$ cat src/rtl/m_stage_ctrl_pkg.sv
// Shared encodings for the memory-stage controller: instruction types,
// load/store size codes and FSM state encoding.
package m_stage_ctrl_pkg;

  localparam logic [1:0] INSTR_TYPE_ALU   = 2'b00;
  localparam logic [1:0] INSTR_TYPE_LOAD  = 2'b01;
  localparam logic [1:0] INSTR_TYPE_STORE = 2'b10;

  localparam logic [2:0] F3_B  = 3'b000;
  localparam logic [2:0] F3_H  = 3'b001;
  localparam logic [2:0] F3_W  = 3'b010;
  localparam logic [2:0] F3_BU = 3'b100;
  localparam logic [2:0] F3_HU = 3'b101;

  typedef enum logic [1:0] {
    ST_IDLE = 2'd0,
    ST_REQ  = 2'd1,
    ST_WAIT = 2'd2
  } state_e;

endpackage

$ cat src/rtl/m_stage_ctrl_if.sv
// Data-cache request/response bundle between the memory stage (master)
// and the data cache (slave).
interface m_stage_ctrl_if #(
  parameter int WORD_SIZE = 32
);
  logic                 dc_req_valid;
  logic                 dc_req_write;
  logic [WORD_SIZE-1:0] dc_req_addr;
  logic [WORD_SIZE-1:0] dc_req_wdata;
  logic [3:0]           dc_req_be;
  logic                 dc_req_ready;
  logic                 dc_resp_valid;
  logic [WORD_SIZE-1:0] dc_resp_rdata;

  modport master (
    output dc_req_valid, dc_req_write, dc_req_addr, dc_req_wdata, dc_req_be,
    input  dc_req_ready, dc_resp_valid, dc_resp_rdata
  );

  modport slave (
    input  dc_req_valid, dc_req_write, dc_req_addr, dc_req_wdata, dc_req_be,
    output dc_req_ready, dc_resp_valid, dc_resp_rdata
  );
endinterface

$ cat src/rtl/m_stage_align.sv
// Combinational byte-lane logic: misalignment/illegal-size detection,
// store lane replication and byte enables, load extraction and extension.
module m_stage_align
  import m_stage_ctrl_pkg::*;
(
  input  logic        i_is_load,
  input  logic        i_is_store,
  input  logic [2:0]  i_funct3,
  input  logic [31:0] i_addr,
  input  logic [31:0] i_store_data,
  input  logic [31:0] i_rdata,
  output logic        o_misaligned,
  output logic        o_illegal,
  output logic [31:0] o_req_addr,
  output logic [31:0] o_wdata,
  output logic [3:0]  o_be,
  output logic [31:0] o_load_data
);
  logic [1:0]  w_lane;
  logic [31:0] w_shifted;

  assign w_lane     = i_addr[1:0];
  assign o_req_addr = {i_addr[31:2], 2'b00};
  assign w_shifted  = i_rdata >> {w_lane, 3'b000};

  always_comb begin
    o_misaligned = ((i_funct3[1:0] == F3_H[1:0]) & i_addr[0]) |
                   ((i_funct3[1:0] == F3_W[1:0]) & (|i_addr[1:0]));
    o_illegal = 1'b0;
    if (i_is_load)
      o_illegal = (i_funct3 == 3'b011) | (i_funct3[2:1] == 2'b11);
    else if (i_is_store)
      o_illegal = (i_funct3 > F3_W);
  end

  // Store data is replicated across lanes so the cache only needs the enables.
  always_comb begin
    o_be    = 4'b1111;
    o_wdata = i_store_data;
    case (i_funct3[1:0])
      F3_B[1:0]: begin
        o_be    = 4'b0001 << w_lane;
        o_wdata = {4{i_store_data[7:0]}};
      end
      F3_H[1:0]: begin
        o_be    = 4'b0011 << w_lane;
        o_wdata = {2{i_store_data[15:0]}};
      end
      default: ;
    endcase
  end

  always_comb begin
    o_load_data = i_rdata;
    case (i_funct3)
      F3_B:    o_load_data = {{24{w_shifted[7]}}, w_shifted[7:0]};
      F3_BU:   o_load_data = {24'h0, w_shifted[7:0]};
      F3_H:    o_load_data = {{16{w_shifted[15]}}, w_shifted[15:0]};
      F3_HU:   o_load_data = {16'h0, w_shifted[15:0]};
      default: ;
    endcase
  end
endmodule

$ cat src/rtl/m_stage_ctrl.sv
// Memory-stage controller: drives data-cache requests straight from the E/M
// register, stalls it until the access completes, and registers one wb record.
//   state   | meaning
//   IDLE    | evaluate E/M record; retire ALU/bad ops directly
//   REQ     | cache request presented, waiting for ready
//   WAIT    | load accepted, waiting for response data
module m_stage_ctrl
  import m_stage_ctrl_pkg::*;
#(
  parameter int WORD_SIZE       = 32,
  parameter int INSTR_TYPE_SZ   = 2,
  parameter int ROB_ENTRY_WIDTH = 3
) (
  input  logic                       clk,
  input  logic                       reset,
  input  logic                       in_valid,
  input  logic [INSTR_TYPE_SZ-1:0]   in_instruction_type,
  input  logic [WORD_SIZE-1:0]       in_pc,
  input  logic [2:0]                 in_funct3,
  input  logic [WORD_SIZE-1:0]       in_alu_result,
  input  logic [WORD_SIZE-1:0]       in_s2,
  input  logic [ROB_ENTRY_WIDTH-1:0] in_rob_id,
  output logic                       stall,
  m_stage_ctrl_if.master             dc,
  output logic                       wb_valid,
  output logic [ROB_ENTRY_WIDTH-1:0] wb_rob_id,
  output logic [WORD_SIZE-1:0]       wb_pc,
  output logic [WORD_SIZE-1:0]       wb_result,
  output logic                       wb_exception
);
  state_e r_state, w_next;
  logic   r_kill;
  logic   w_is_load, w_is_store, w_mem, w_bad, w_mis, w_ill;
  logic   w_req_valid, w_done, w_retire;
  logic [WORD_SIZE-1:0] w_load_data, w_wb_result;

  assign w_is_load  = (in_instruction_type == INSTR_TYPE_LOAD);
  assign w_is_store = (in_instruction_type == INSTR_TYPE_STORE);
  assign w_mem      = w_is_load | w_is_store;
  assign w_bad      = w_mem & (w_mis | w_ill);

  m_stage_align u_align (
    .i_is_load    (w_is_load),
    .i_is_store   (w_is_store),
    .i_funct3     (in_funct3),
    .i_addr       (in_alu_result),
    .i_store_data (in_s2),
    .i_rdata      (dc.dc_resp_rdata),
    .o_misaligned (w_mis),
    .o_illegal    (w_ill),
    .o_req_addr   (dc.dc_req_addr),
    .o_wdata      (dc.dc_req_wdata),
    .o_be         (dc.dc_req_be),
    .o_load_data  (w_load_data)
  );

  always_comb begin
    w_next      = r_state;
    w_req_valid = 1'b0;
    w_done      = 1'b0;
    w_retire    = 1'b0;
    case (r_state)
      ST_IDLE: begin
        if (in_valid) begin
          if (w_mem & !w_bad) w_next = ST_REQ;
          else                w_retire = 1'b1;
        end
      end
      ST_REQ: begin
        if (!in_valid) begin
          w_next = ST_IDLE;
        end else begin
          w_req_valid = 1'b1;
          if (dc.dc_req_ready) begin
            if (w_is_store) begin
              w_done = 1'b1;
              w_next = ST_IDLE;
            end else begin
              w_next = ST_WAIT;
            end
          end
        end
      end
      ST_WAIT: begin
        if (dc.dc_resp_valid) begin
          w_next = ST_IDLE;
          w_done = in_valid & !r_kill;
        end
      end
      default: w_next = ST_IDLE;
    endcase
  end

  // A killed load still owes a response; hold any new record until it drains.
  assign stall = !reset & in_valid &
                 ((w_mem & !w_bad & !w_done) | ((r_state == ST_WAIT) & r_kill));

  assign dc.dc_req_valid = w_req_valid & !reset;
  assign dc.dc_req_write = w_is_store;

  always_comb begin
    w_wb_result = '0;
    if (r_state == ST_WAIT)
      w_wb_result = w_load_data;
    else if (r_state == ST_IDLE && !w_bad && in_instruction_type == INSTR_TYPE_ALU)
      w_wb_result = in_alu_result;
  end

  always_ff @(posedge clk) begin
    if (reset) begin
      r_state      <= ST_IDLE;
      r_kill       <= 1'b0;
      wb_valid     <= 1'b0;
      wb_rob_id    <= '0;
      wb_pc        <= '0;
      wb_result    <= '0;
      wb_exception <= 1'b0;
    end else begin
      r_state <= w_next;
      if (r_state == ST_WAIT && !dc.dc_resp_valid && !in_valid) r_kill <= 1'b1;
      else if (w_next != ST_WAIT)                               r_kill <= 1'b0;
      wb_valid <= w_retire | w_done;
      if (w_retire | w_done) begin
        wb_rob_id    <= in_rob_id;
        wb_pc        <= in_pc;
        wb_result    <= w_wb_result;
        wb_exception <= w_retire & w_bad;
      end
    end
  end
endmodule

$ cat src/flat_wrapper.sv
// flat-port wrapper written by rule: the top's interface ports become plain ports
module m_stage_ctrl_flat import m_stage_ctrl_pkg::*;
#(
  parameter int WORD_SIZE       = 32,
  parameter int INSTR_TYPE_SZ   = 2,
  parameter int ROB_ENTRY_WIDTH = 3
)
  (clk, reset, in_valid, in_instruction_type, in_pc, in_funct3, in_alu_result, in_s2, in_rob_id, stall, wb_valid, wb_rob_id, wb_pc, wb_result, wb_exception, dc_dc_req_valid, dc_dc_req_write, dc_dc_req_addr, dc_dc_req_wdata, dc_dc_req_be, dc_dc_req_ready, dc_dc_resp_valid, dc_dc_resp_rdata);
  m_stage_ctrl_if #(.WORD_SIZE(WORD_SIZE)) dc_i ();
  input  logic clk;
  input  logic reset;
  input  logic in_valid;
  input  logic [INSTR_TYPE_SZ-1:0] in_instruction_type;
  input  logic [WORD_SIZE-1:0] in_pc;
  input  logic [2:0] in_funct3;
  input  logic [WORD_SIZE-1:0] in_alu_result;
  input  logic [WORD_SIZE-1:0] in_s2;
  input  logic [ROB_ENTRY_WIDTH-1:0] in_rob_id;
  output logic stall;
  output logic wb_valid;
  output logic [ROB_ENTRY_WIDTH-1:0] wb_rob_id;
  output logic [WORD_SIZE-1:0] wb_pc;
  output logic [WORD_SIZE-1:0] wb_result;
  output logic wb_exception;
  output wire logic [$bits(dc_i.dc_req_valid)-1:0] dc_dc_req_valid;
  output wire logic [$bits(dc_i.dc_req_write)-1:0] dc_dc_req_write;
  output wire logic [$bits(dc_i.dc_req_addr)-1:0] dc_dc_req_addr;
  output wire logic [$bits(dc_i.dc_req_wdata)-1:0] dc_dc_req_wdata;
  output wire logic [$bits(dc_i.dc_req_be)-1:0] dc_dc_req_be;
  input wire logic [$bits(dc_i.dc_req_ready)-1:0] dc_dc_req_ready;
  input wire logic [$bits(dc_i.dc_resp_valid)-1:0] dc_dc_resp_valid;
  input wire logic [$bits(dc_i.dc_resp_rdata)-1:0] dc_dc_resp_rdata;
  assign dc_dc_req_valid = dc_i.dc_req_valid;
  assign dc_dc_req_write = dc_i.dc_req_write;
  assign dc_dc_req_addr = dc_i.dc_req_addr;
  assign dc_dc_req_wdata = dc_i.dc_req_wdata;
  assign dc_dc_req_be = dc_i.dc_req_be;
  assign dc_i.dc_req_ready = dc_dc_req_ready;
  assign dc_i.dc_resp_valid = dc_dc_resp_valid;
  assign dc_i.dc_resp_rdata = dc_dc_resp_rdata;
  m_stage_ctrl #(.WORD_SIZE(WORD_SIZE), .INSTR_TYPE_SZ(INSTR_TYPE_SZ), .ROB_ENTRY_WIDTH(ROB_ENTRY_WIDTH)) u_core (.clk(clk), .reset(reset), .in_valid(in_valid), .in_instruction_type(in_instruction_type), .in_pc(in_pc), .in_funct3(in_funct3), .in_alu_result(in_alu_result), .in_s2(in_s2), .in_rob_id(in_rob_id), .stall(stall), .dc(dc_i), .wb_valid(wb_valid), .wb_rob_id(wb_rob_id), .wb_pc(wb_pc), .wb_result(wb_result), .wb_exception(wb_exception));
endmodule
$ cat config.mk
export PLATFORM = sky130hd
export DESIGN_NAME = m_stage_ctrl_flat
export DESIGN_NICKNAME = d
export VERILOG_FILES = /design/src/rtl/m_stage_ctrl_pkg.sv /design/src/rtl/m_stage_ctrl_if.sv /design/src/rtl/m_stage_align.sv /design/src/rtl/m_stage_ctrl.sv /design/src/flat_wrapper.sv
export SDC_FILE = /design/constraint.sdc
export NUM_CORES = 1
export LEC_CHECK = 0
export CAP_MARGIN = 20
export CORE_AREA = 2 2 109 111
export CTS_CLUSTER_SIZE = 24
export DETAILED_ROUTE_END_ITERATION = 10
export DIE_AREA = 0 0 111 113
export DONT_BUFFER_PORTS = 1
export GPL_TIMING_DRIVEN = 0
export HOLD_SLACK_MARGIN = 0.03
export PLACE_DENSITY = 0.65
export SLEW_MARGIN = 0
export SYNTH_ARGS = -nofsm -noshare
export SYNTH_HDL_FRONTEND = slang
export SYNTH_SLANG_ARGS = --single-unit
$ cat constraint.sdc
create_clock -name clk -period 2.4 [get_ports clk]
set_clock_uncertainty 0.2 [all_clocks]
set_input_delay 0.48 -clock clk [delete_from_list [all_inputs] [get_ports clk]]
set_output_delay 0.48 -clock clk [all_outputs]
set_load 0.05 [all_outputs]
==> results of run 1 <==
routing by layer:
layer	wire [um]	part of all wire	track usage
met2	8780	0.53	0.479
met4	356	0.021	0.0867
met5	0	0	0
met3	1300	0.078	0.0600
met1	6200	0.37	0.277
cell usage after synthesis (all sizes together) (2+ instances only):
library cell	count	area share
nand2b	10	0.014
mux2	17	0.043
buf	60	0.099
a221oi	9	0.019
nand2	113	0.095
o221ai	23	0.045
mux2i	9	0.020
a21oi	63	0.070
and2b	11	0.018
inv	6	0.0050
nand3b	4	0.0095
dfxtp	72	0.32
ha	7	0.020
a31oi	8	0.011
nor2b	10	0.014
clkbuf	27	0.023
nand3	2	0.0034
nor2	36	0.031
and2	19	0.027
a221o	7	0.016
o21ai	20	0.026
a211oi	8	0.020
nor3	13	0.015
worst min path at each step:
stage	from	endpoint	cells past startpoint
floorplan	u_core.r_kill	u_core.r_kill	1
global placement	u_core.r_kill	u_core.r_kill	1
detailed placement	u_core.r_kill	u_core.r_kill	1
CTS	in_pc[11]	u_core.wb_pc[11]	2
global route	in_pc[11]	u_core.wb_pc[11]	2
finish	in_pc[11]	u_core.wb_pc[11]	2
state kept, by name, indices dropped and copies added, names as in the netlist:
name,cells
u_core.r_kill,1
u_core.r_state,2
u_core.wb_exception,1
u_core.wb_pc,32
u_core.wb_result,32
u_core.wb_rob_id,3
u_core.wb_valid,1
area by class of cell:
type / instances / area, um^2 / area share
Timing Repair Buffer: 13 / 101 / 0.0191
Multi-Input combinational cell: 407 / 2680 / 0.504
Clock inverter: 6 / 90.1 / 0.0170
Tap cell: 143 / 179 / 0.0337
Buffer: 85 / 563 / 0.106
Clock buffer: 10 / 229 / 0.0431
Sequential cell: 72 / 1450 / 0.272
Inverter: 6 / 25.0 / 0.00471
through the flow:
step	instances	setup slack, ns
after floorplan	572	-0.0451
after global placement	715	-0.556
after detailed placement	715	-0.611
after CTS	736	-0.209
after global routing	742	-0.177
final	742	-0.133
worst reg2reg max path: stages, from the launching register on:
cell and delay [ns]:
dfxtp_2 0.33, buf_6 0.12, ha_4 0.15, nand3_2 0.07
o21ai_2 0.05, and2_4 0.17, buf_4 0.13, a22oi_2 0.28
buf_4 0.21, buf_2 0.23, nand2_1 0.08, a21oi_1 0.17
kinds of logic after synthesis:
kind of cell    Yosys count
other cells               1
buf+inv                  93
simple gates            223
fa+ha+maj                 7
mux                      27
compound gates          147
flops                    72
xor+xnor                  1
where the power goes:
group / total, mW / internal, mW / switching, mW
Sequential: 1.65 / 1.28 / 0.366
Clock: 1.45 / 0.916 / 0.534
Combinational: 0.990 / 0.322 / 0.668
Total: 4.09 / 2.52 / 1.57
timing repair:
item,4_1_cts,5_1_grt
setup endpoints to repair,87,64
cloned,0,0
pin swaps,5,10
resized for setup,34,27
buffers inserted,6,7
==> results.toml, run 1 <==
[yosys]
ys_seq_elements = 72
synthArstFlopShare = 0
synth-edff-count = 0
synth_compound_area_frac = 0.226
synthAdderAreaFrac = 0.0195
yosys.area_share.simple = 0.236
synthXorXnorAreaFrac = 0.00195
synth_cell_types = 51
synth_cells = 571
synth_top_family_by_area = "simple AND/OR/NAND/NOR gates"
ys.flop_type = "dfxtp_1"
syn_area_um2 = 4480
synth-seq-area-share = 0.322
synthMuxAreaShare = 0.0679
yosysWarnings = 0
syn_area_per_cell_um2 = 7.85

[critical_path]
r2r.worst_path.cells = 11
critical_path_required_ns = 1.72
crit_slowest_cell = "nor3_4"
cpPeakStageDelay_ns = 0.47
arrival_ns = 1.85
critPathBufInv = 1
r2r-start = "u_core.r_state[0]"
worst_setup_path_start_kind = "primary input"
cp-startpoint = "in_funct3[1]"
critPathTopFamily = "simple AND/OR/NAND/NOR gates"
r2r_slack_ns = 0.14
crit_chain = "buf_4 > and2_4 > o21ai_4 > nand4_4 > nor2_4 > a21oi_2 > nor3_4"
path_class = "in2out"
reg2reg_to = "u_core.wb_result[18]"
crit_end = "stall"
crit_path_end_kind = "output port"
crit_fanout = 8
critical_path_depth = 7

[detailed_routing]
ant_nets = 0
wirelength_mm = 16.6
firstDrtPassIters = 5
drcViolationCount = 0
vias = 4281
routedWlPerCell_um = 22.4
drtIter0Drc = 309
vias_per_cell = 5.77

[timing]
setup_viol = 1
hold_viol_final = 0
maxSlewHeadroom = 0.481
rsz0062_at_grt = "true"
fin_ws_ns = -0.133
finalCritPeriodShare = 1.06
slew_viol_final = 0
max_clock_freq_ghz = 0.395
tightest_slew_ns = 0.778
whs_ns = 0.0744
tns_ns = -0.133
fin_crit_ns = 2.53

[cts]
clock_path_buffers = 2
ctsHoldBuffers = 0
cts_root_buf = "clkbuf_16"
cts_sinks = 72
cts_tree = "done"
cts_made_buffers = 9
clkSlewWorstSetupHoldPaths_ns = 0.06
htreeDepth = 3
worstSkewPairLatency_ns = 0.34

[layout]
syn2layout_area_growth_pct = 18.5
drive_gt1_frac = 0.262
fillCellCount = 1134
layout_common_cells = "nand2_1, dfxtp_1, a21oi_1"
fin_area_um2 = 5310
final_common_cell = "nand2_1"
antennaDiodeCount = 0
utilization = 0.471
final_nets = 742

[floorplan]
die_h_um = 113
io_pins = 281
dieArea_um2 = 12500
fp-row-count = 39
start_util = 0.397
die_w_um = 111
core_um2 = 11300

[power]
power_density_nw_per_um2 = 770
peakVddDrop_mv = 0.501
total_power_mw = 4.09
leakage_nw = 2.05

[global_routing]
grt_max_degree = 20
antenna_found_initial = 0
grt_pass1_wl_mm = 24.5
grtUsageTotal = 0.253
grt_pass1_vias = 4183
overflow = 0

[placement]
postPlaceCellArea_um2 = 4710
place_congestion = 0.925
numPortBuffers = 0
dp_hpwl_mm = 13.2

[outcome]
status = "complete, but fails checks"
violations = "setup timing"

[worst_hold_path]
hold_class = "in2reg"

[flow_run]
drv_cap = 0
(Power assumes the default switching activity.)
==> inputs of run 2 (changes only) <==
--- a/config.mk
+++ b/config.mk
@@ -5,15 +5,16 @@
 export SDC_FILE = /design/constraint.sdc
 export NUM_CORES = 1
 export LEC_CHECK = 0
+export ABC_AREA = 1
 export CAP_MARGIN = 20
-export CORE_AREA = 2 2 109 111
+export CORE_AREA = 2 2 110 112
 export CTS_CLUSTER_SIZE = 24
 export DETAILED_ROUTE_END_ITERATION = 10
-export DIE_AREA = 0 0 111 113
+export DIE_AREA = 0 0 112 114
 export DONT_BUFFER_PORTS = 1
 export GPL_TIMING_DRIVEN = 0
 export HOLD_SLACK_MARGIN = 0.03
-export PLACE_DENSITY = 0.65
+export PLACE_DENSITY = 0.64
 export SLEW_MARGIN = 0
 export SYNTH_ARGS = -nofsm -noshare
 export SYNTH_HDL_FRONTEND = slang
==> run 2 against run 1 <==
Compared with the run above: the run still ends with setup timing left; clock power decreased by 12%; global-route usage decreased by 0.15 points; sequential share of layout area increased by 0.99 points; via count increased by 13%; area after synthesis increased by 0.11%; register-to-register slack improved by 0.04 ns; sequential power decreased by 3%; fmax increased by 2.1%; cell count increased by 20%; synthesized cell count increased by 26%; critical path depth unchanged; critical endpoint unchanged.
==> results.toml, run 2 <==
[outcome]
status = "complete, but fails checks"
violations = "setup timing"

[cts]
ctsHoldBuffers = 0
htreeDepth = 3
cts_made_buffers = 9
cts_sinks = 72
clock_path_buffers = 2
cts_tree = "done"
worstSkewPairLatency_ns = 0.33
cts_root_buf = "clkbuf_16"
clkSlewWorstSetupHoldPaths_ns = 0.07

[yosys]
synthAdderAreaFrac = 0.0195
synthArstFlopShare = 0
yosysWarnings = 0
synthMuxAreaShare = 0
syn_area_per_cell_um2 = 6.21
synth-seq-area-share = 0.321
synth_common_cells = "nand2_1, nand3_1, dfxtp_1"
yosysMostFrequentCell = "nand2_1"
yosys.area_share.simple = 0.442
synthXorXnorAreaFrac = 0
synth.top_cell.area_share = 0.321
synth_top_area_cell = "dfxtp_1"
ys_seq_elements = 72
ys.flop_type = "dfxtp_1"
synth-edff-count = 0
netlist_top_cells_area = "dfxtp_1, nand2_1, nand3_1, buf_4, o21ai_0"
synth_top_family_by_area = "simple AND/OR/NAND/NOR gates"
syn_area_um2 = 4490
synth_cell_types = 28
synth_compound_area_frac = 0.0773
synth_cells = 722

[floorplan]
io_pins = 281
start_util = 0.383
dieArea_um2 = 12800
core_um2 = 11700
fp-row-count = 40
die_w_um = 112
die_h_um = 114

[power]
clkPwrFrac = 0.344
combPwrFrac = 0.225
power_density_nw_per_um2 = 721
internal_power_mw = 2.21
power.share.sequential = 0.431
peakVddDrop_mv = 0.478
total_power_mw = 3.70
swShare = 0.405
leakage_nw = 2.57
p_sw_mw = 1.50

[placement]
dp_cells = 870
place_congestion = 0.928
numPortBuffers = 0
dp_hpwl_mm = 14.0
dp_slack_ns = -0.547

[critical_path]
crit_fanout = 5
crit_slowest_cell = "nor3_4"
cpPeakStageDelay_ns = 0.45
arrival_ns = 1.80
crit_path_end_kind = "output port"
critPathMostFrequentCell = "a21oi_2"
crit_chain = "inv_2 > ha_2 > nand2_2 > o21ai_2 > a21oi_2 > a21oi_2 > nor3_4"
path_class = "reg2out"
worst_setup_path_start_kind = "flip-flop"
critical_path_required_ns = 1.72

[global_routing]
grt_pass1_vias = 4435
grt_max_degree = 16
grt_pass1_wl_mm = 24.7
overflow = 0
antenna_found_initial = 0
grtUsageTotal = 0.251

[detailed_routing]
drtIter0Drc = 320
ant_nets = 0
routedWlPerCell_um = 18.9
vias_per_cell = 5.42
drcViolationCount = 0
firstDrtPassIters = 7
vias = 4822
wirelength_mm = 16.8

[layout]
utilization = 0.438
final_common_cell = "nand2_1"
antennaDiodeCount = 0
layout_common_cells = "nand2_1, nand3_1, dfxtp_1"
drive_gt1_frac = 0.168
final_cells = 890
reg_top3 = "u_core.wb_pc: 32 flops, u_core.wb_result: 32 flops, u_core.wb_rob_id: 3 flops"
final_nets = 886
syn2layout_area_growth_pct = 14.4

[timing]
rsz0062_at_grt = "true"
slew_viol_final = 0
finalCritPeriodShare = 1.03
tightest_slew_ns = 1.09
fin_ws_ns = -0.0798
max_clock_freq_ghz = 0.403
fin_crit_ns = 2.48
setup_viol = 1
hold_viol_final = 0
maxSlewHeadroom = 0.271

[worst_hold_path]
hold_class = "in2reg"

[flow_run]
drv_cap = 0
==> run 2: layout make-up <==
class	count	area [um^2]
fillers	1244	6580
multi-input cells	537	2520
flip-flops and latches	72	1450
plain buffers	84	547
clock buffers	9	225
well taps	147	184
inverters	30	120
clock inverters	7	62.6
repair buffers	4	30.0
==> run 2: timing repair <==
item                                    in CTS  in global routing
pin swaps                                    7                 10
setup buffers                                1                  3
resized for setup                           33                 11
endpoints found under the setup margin      30                 16
==> run 2: stage by stage <==
step           hold WS (ns)  setup TNS (ns)  cell area, um^2
5_1_grt              0.0325          -0.151             5130
6_report             0.0474         -0.0798             5130
3_3_place_gp          0.369          -20.51             4690
4_1_cts              0.0326          -0.169             5080
3_5_place_dp          0.380          -23.83             4690
2_1_floorplan         0.331          -0.516             4500
==> run 2: cell families (layout without fill, tap and decap cells) <==
logic type / count (synthesis) / in the layout
compound gates: 62 / 62
fa+ha+maj: 7 / 7
buf+inv: 114 / 134
flops: 72 / 72
other cells: 1 / 2
simple gates: 466 / 466
==> run 2: metal layers <==
layer / track usage / routed length [um]
met1: 0.276 / 6140
met2: 0.460 / 8530
met3: 0.0723 / 1600
met4: 0.0967 / 567
met5: 0 / 0
==> run 2: power groups by stage <==
stage / Combinational [mW] / Sequential (mW) / Clock (mW)
floorplan: 0.687 / 1.61 / 0
global placement: 0.801 / 1.62 / 0
detailed placement: 0.810 / 1.62 / 0
CTS: 0.830 / 1.60 / 1.31
global route: 0.904 / 1.60 / 1.35
finish: 0.835 / 1.60 / 1.27
==> run 2: worst max-delay path, delay by kind of cell (launching register included) <==
| kind | cells | cell delay, ns |
|---|---|---|
| AOI/OAI and AO/OA | 3 | 0.29 |
| and+or+nand+nor | 2 | 0.53 |
| adders and majority gates | 1 | 0.19 |
| buffers and inverters | 1 | 0.06 |
| DFF | 1 | 0.39 |
==> run 2: path summary, 6_finish.rpt <==
check | from | endpoint | slack, ns | cells after the start
setup / recovery | u_core.r_state[1] | stall | -0.08 | 7
hold / removal | in_pc[20] | u_core.wb_pc[20] | 0.05 | 2
setup reg to reg | u_core.r_state[1] | u_core.wb_result[20] | 0.18 | 12
hold reg to reg | u_core.r_kill | u_core.r_kill | 0.41 | 4
==> inputs of run 3 (changes only) <==
--- a/config.mk
+++ b/config.mk
@@ -8,7 +8,6 @@
 export ABC_AREA = 1
 export CAP_MARGIN = 20
 export CORE_AREA = 2 2 110 112
-export CTS_CLUSTER_SIZE = 24
 export DETAILED_ROUTE_END_ITERATION = 10
 export DIE_AREA = 0 0 112 114
 export DONT_BUFFER_PORTS = 1
==> constraint.sdc (replaced) <==
create_clock -name clk -period 2.7 [get_ports clk]
set_clock_uncertainty 0.2 [all_clocks]
set_input_delay 0.54 -clock clk [delete_from_list [all_inputs] [get_ports clk]]
set_output_delay 0.54 -clock clk [all_outputs]
set_load 0.05 [all_outputs]
==> run 3 against run 2 <==
Compared with the run above: the run now ends clean; via count fell by 1.4%; sequential share of layout area rose by 0.59 points; global-route usage fell by 0.14 points; power fell by 12%; flip-flop and latch count did not move; setup slack improved by 0.13 ns; die area did not move; cell area fell by 2.0%; first-iteration DRC count rose by 25%.
==> results.toml, run 3 (synthesis gave the netlist of run 2 again) <==
[timing]
finalCritPeriodShare = 0.981
hold_viol_final = 0
maxSlewHeadroom = 0.243
whs_ns = 0.101
slew_viol_final = 0
setup_viol = 0
fin_crit_ns = 2.65
max_clock_freq_ghz = 0.378
tns_ns = 0
tightest_slew_ns = 1.13
rsz0062_at_grt = "false"

[cts]
worstSkewPairLatency_ns = 0.33
cts_root_buf = "clkbuf_16"
cts_tree = "done"
cts_made_buffers = 9
htreeDepth = 3
cts_sinks = 72
clkSlewWorstSetupHoldPaths_ns = 0.06
clock_path_buffers = 2

[power]
clkPwrFrac = 0.343
swShare = 0.404
internal_power_mw = 1.95
leakage_nw = 2.52
power_density_nw_per_um2 = 650
peakVddDrop_mv = 0.595
total_power_mw = 3.27
combPwrFrac = 0.223
power.share.sequential = 0.434
p_sw_mw = 1.32

[global_routing]
grt_pass1_wl_mm = 24.4
grt_max_degree = 20
antenna_found_initial = 0
grt_pass1_vias = 4331
grtUsageTotal = 0.250
overflow = 0

[floorplan]
dieArea_um2 = 12800
fp-row-count = 40
start_util = 0.383
die_h_um = 114
core_um2 = 11700
io_pins = 281
die_w_um = 112

[critical_path]
crit_chain = "buf_2 > nor2_4 > inv_1 > o211ai_1"
arrival_ns = 1.91
crit_fanout = 10
cp-startpoint = "in_funct3[1]"
r2r-start = "u_core.r_state[0]"
crit_slowest_cell = "o211ai_1"
cpPeakStageDelay_ns = 0.92
path_class = "in2out"
r2r.worst_path.cells = 9
r2r_slack_ns = 0.44
worst_setup_path_start_kind = "primary input"
reg2reg_to = "u_core.wb_result[6]"
critPathTopFamily = "compound AO/OA/AOI/OAI gates"
critPathBufInv = 2
critical_path_required_ns = 1.96
crit_path_end_kind = "output port"

[outcome]
status = "finished, final reports clean"

[layout]
syn2layout_area_growth_pct = 12.1
final_common_cell = "nand2_1"
fillCellCount = 1256
layout_common_cells = "nand2_1, nand3_1, dfxtp_1"
antennaDiodeCount = 0
final_nets = 880
drive_gt1_frac = 0.147
reg_top3 = "u_core.wb_pc: 32 flops, u_core.wb_result: 32 flops, u_core.wb_rob_id: 3 flops"

[detailed_routing]
routedWlPerCell_um = 18.9
drtIter0Drc = 399
drcViolationCount = 0
wirelength_mm = 16.7
ant_nets = 0
vias = 4754
firstDrtPassIters = 5
vias_per_cell = 5.38

[worst_hold_path]
min_to = "u_core.wb_pc[25]"
min_from = "in_pc[25]"
holdPathStages = 2
hold_class = "in2reg"

[placement]
dp_hpwl_mm = 13.8
numPortBuffers = 0
place_congestion = 0.921

[flow_run]
drv_cap = 0
## run 3: cell types whose count changed in the layout (fill, tap and decap cells not counted), moves of 2 or more
cell / delta
o21ai_2: -3
o21ai_1: +3
inv_1: +3
buf_4: -4
inv_4: -2
## run 3: stage by stage
stage / utilization / setup WS [ns] / instance area (um^2) / cells
after CTS: 0.427 / -0.0423 / 5000 / 884
after global placement: 0.399 / -0.720 / 4680 / 870
final: 0.429 / 0.0511 / 5030 / 884
after floorplan: - / -0.360 / 4490 / 723
after global routing: 0.429 / 0.00299 / 5030 / 884
after detailed placement: 0.399 / -0.392 / 4680 / 870
## run 3: how the worst max path moves through the flow
stage,endpoint,slack [ns],cells after the start
after floorplan,dc_dc_req_be[1],-0.36,5
after global placement,dc_dc_req_be[3],-0.72,5
after detailed placement,stall,-0.39,9
after CTS,dc_dc_req_be[3],-0.04,5
after global routing,stall,0.003,7
final,dc_dc_req_wdata[31],0.05,4
## run 3: repair_timing
action                                  CTS  global route
setup buffers                             0             0
resized for setup                        12            11
pin swaps                                 3             4
endpoints found under the setup margin   13             7
hold buffers                              0             0
## run 3: cell type report
cell class                 count  area (um^2)  area share
buffer                        82          509       0.101
clock buffer                   9          225      0.0448
clock inverter                 7         60.1      0.0119
inverter                      30          115      0.0229
multi-input combinational    537         2490       0.494
sequential                    72         1450       0.288
tap                          147          184      0.0366
## run 3: power by group through the flow
stage | registers, mW | clock network, mW | logic, mW
finish | 1.42 | 1.12 | 0.729
global placement | 1.44 | 0 | 0.709
CTS | 1.42 | 1.15 | 0.726
global route | 1.42 | 1.20 | 0.788
floorplan | 1.43 | 0 | 0.608
detailed placement | 1.44 | 0 | 0.720
## run 3: metal layers
metal  routed length, um  share of wire  vias up  GRT usage
li1                    -              -     2318          -
met4                 514          0.031        0      0.109
met2                8430           0.50      259      0.453
met3                1370          0.082       30     0.0659
met5                   0              0        -          0
met1                6400           0.38     2147      0.276
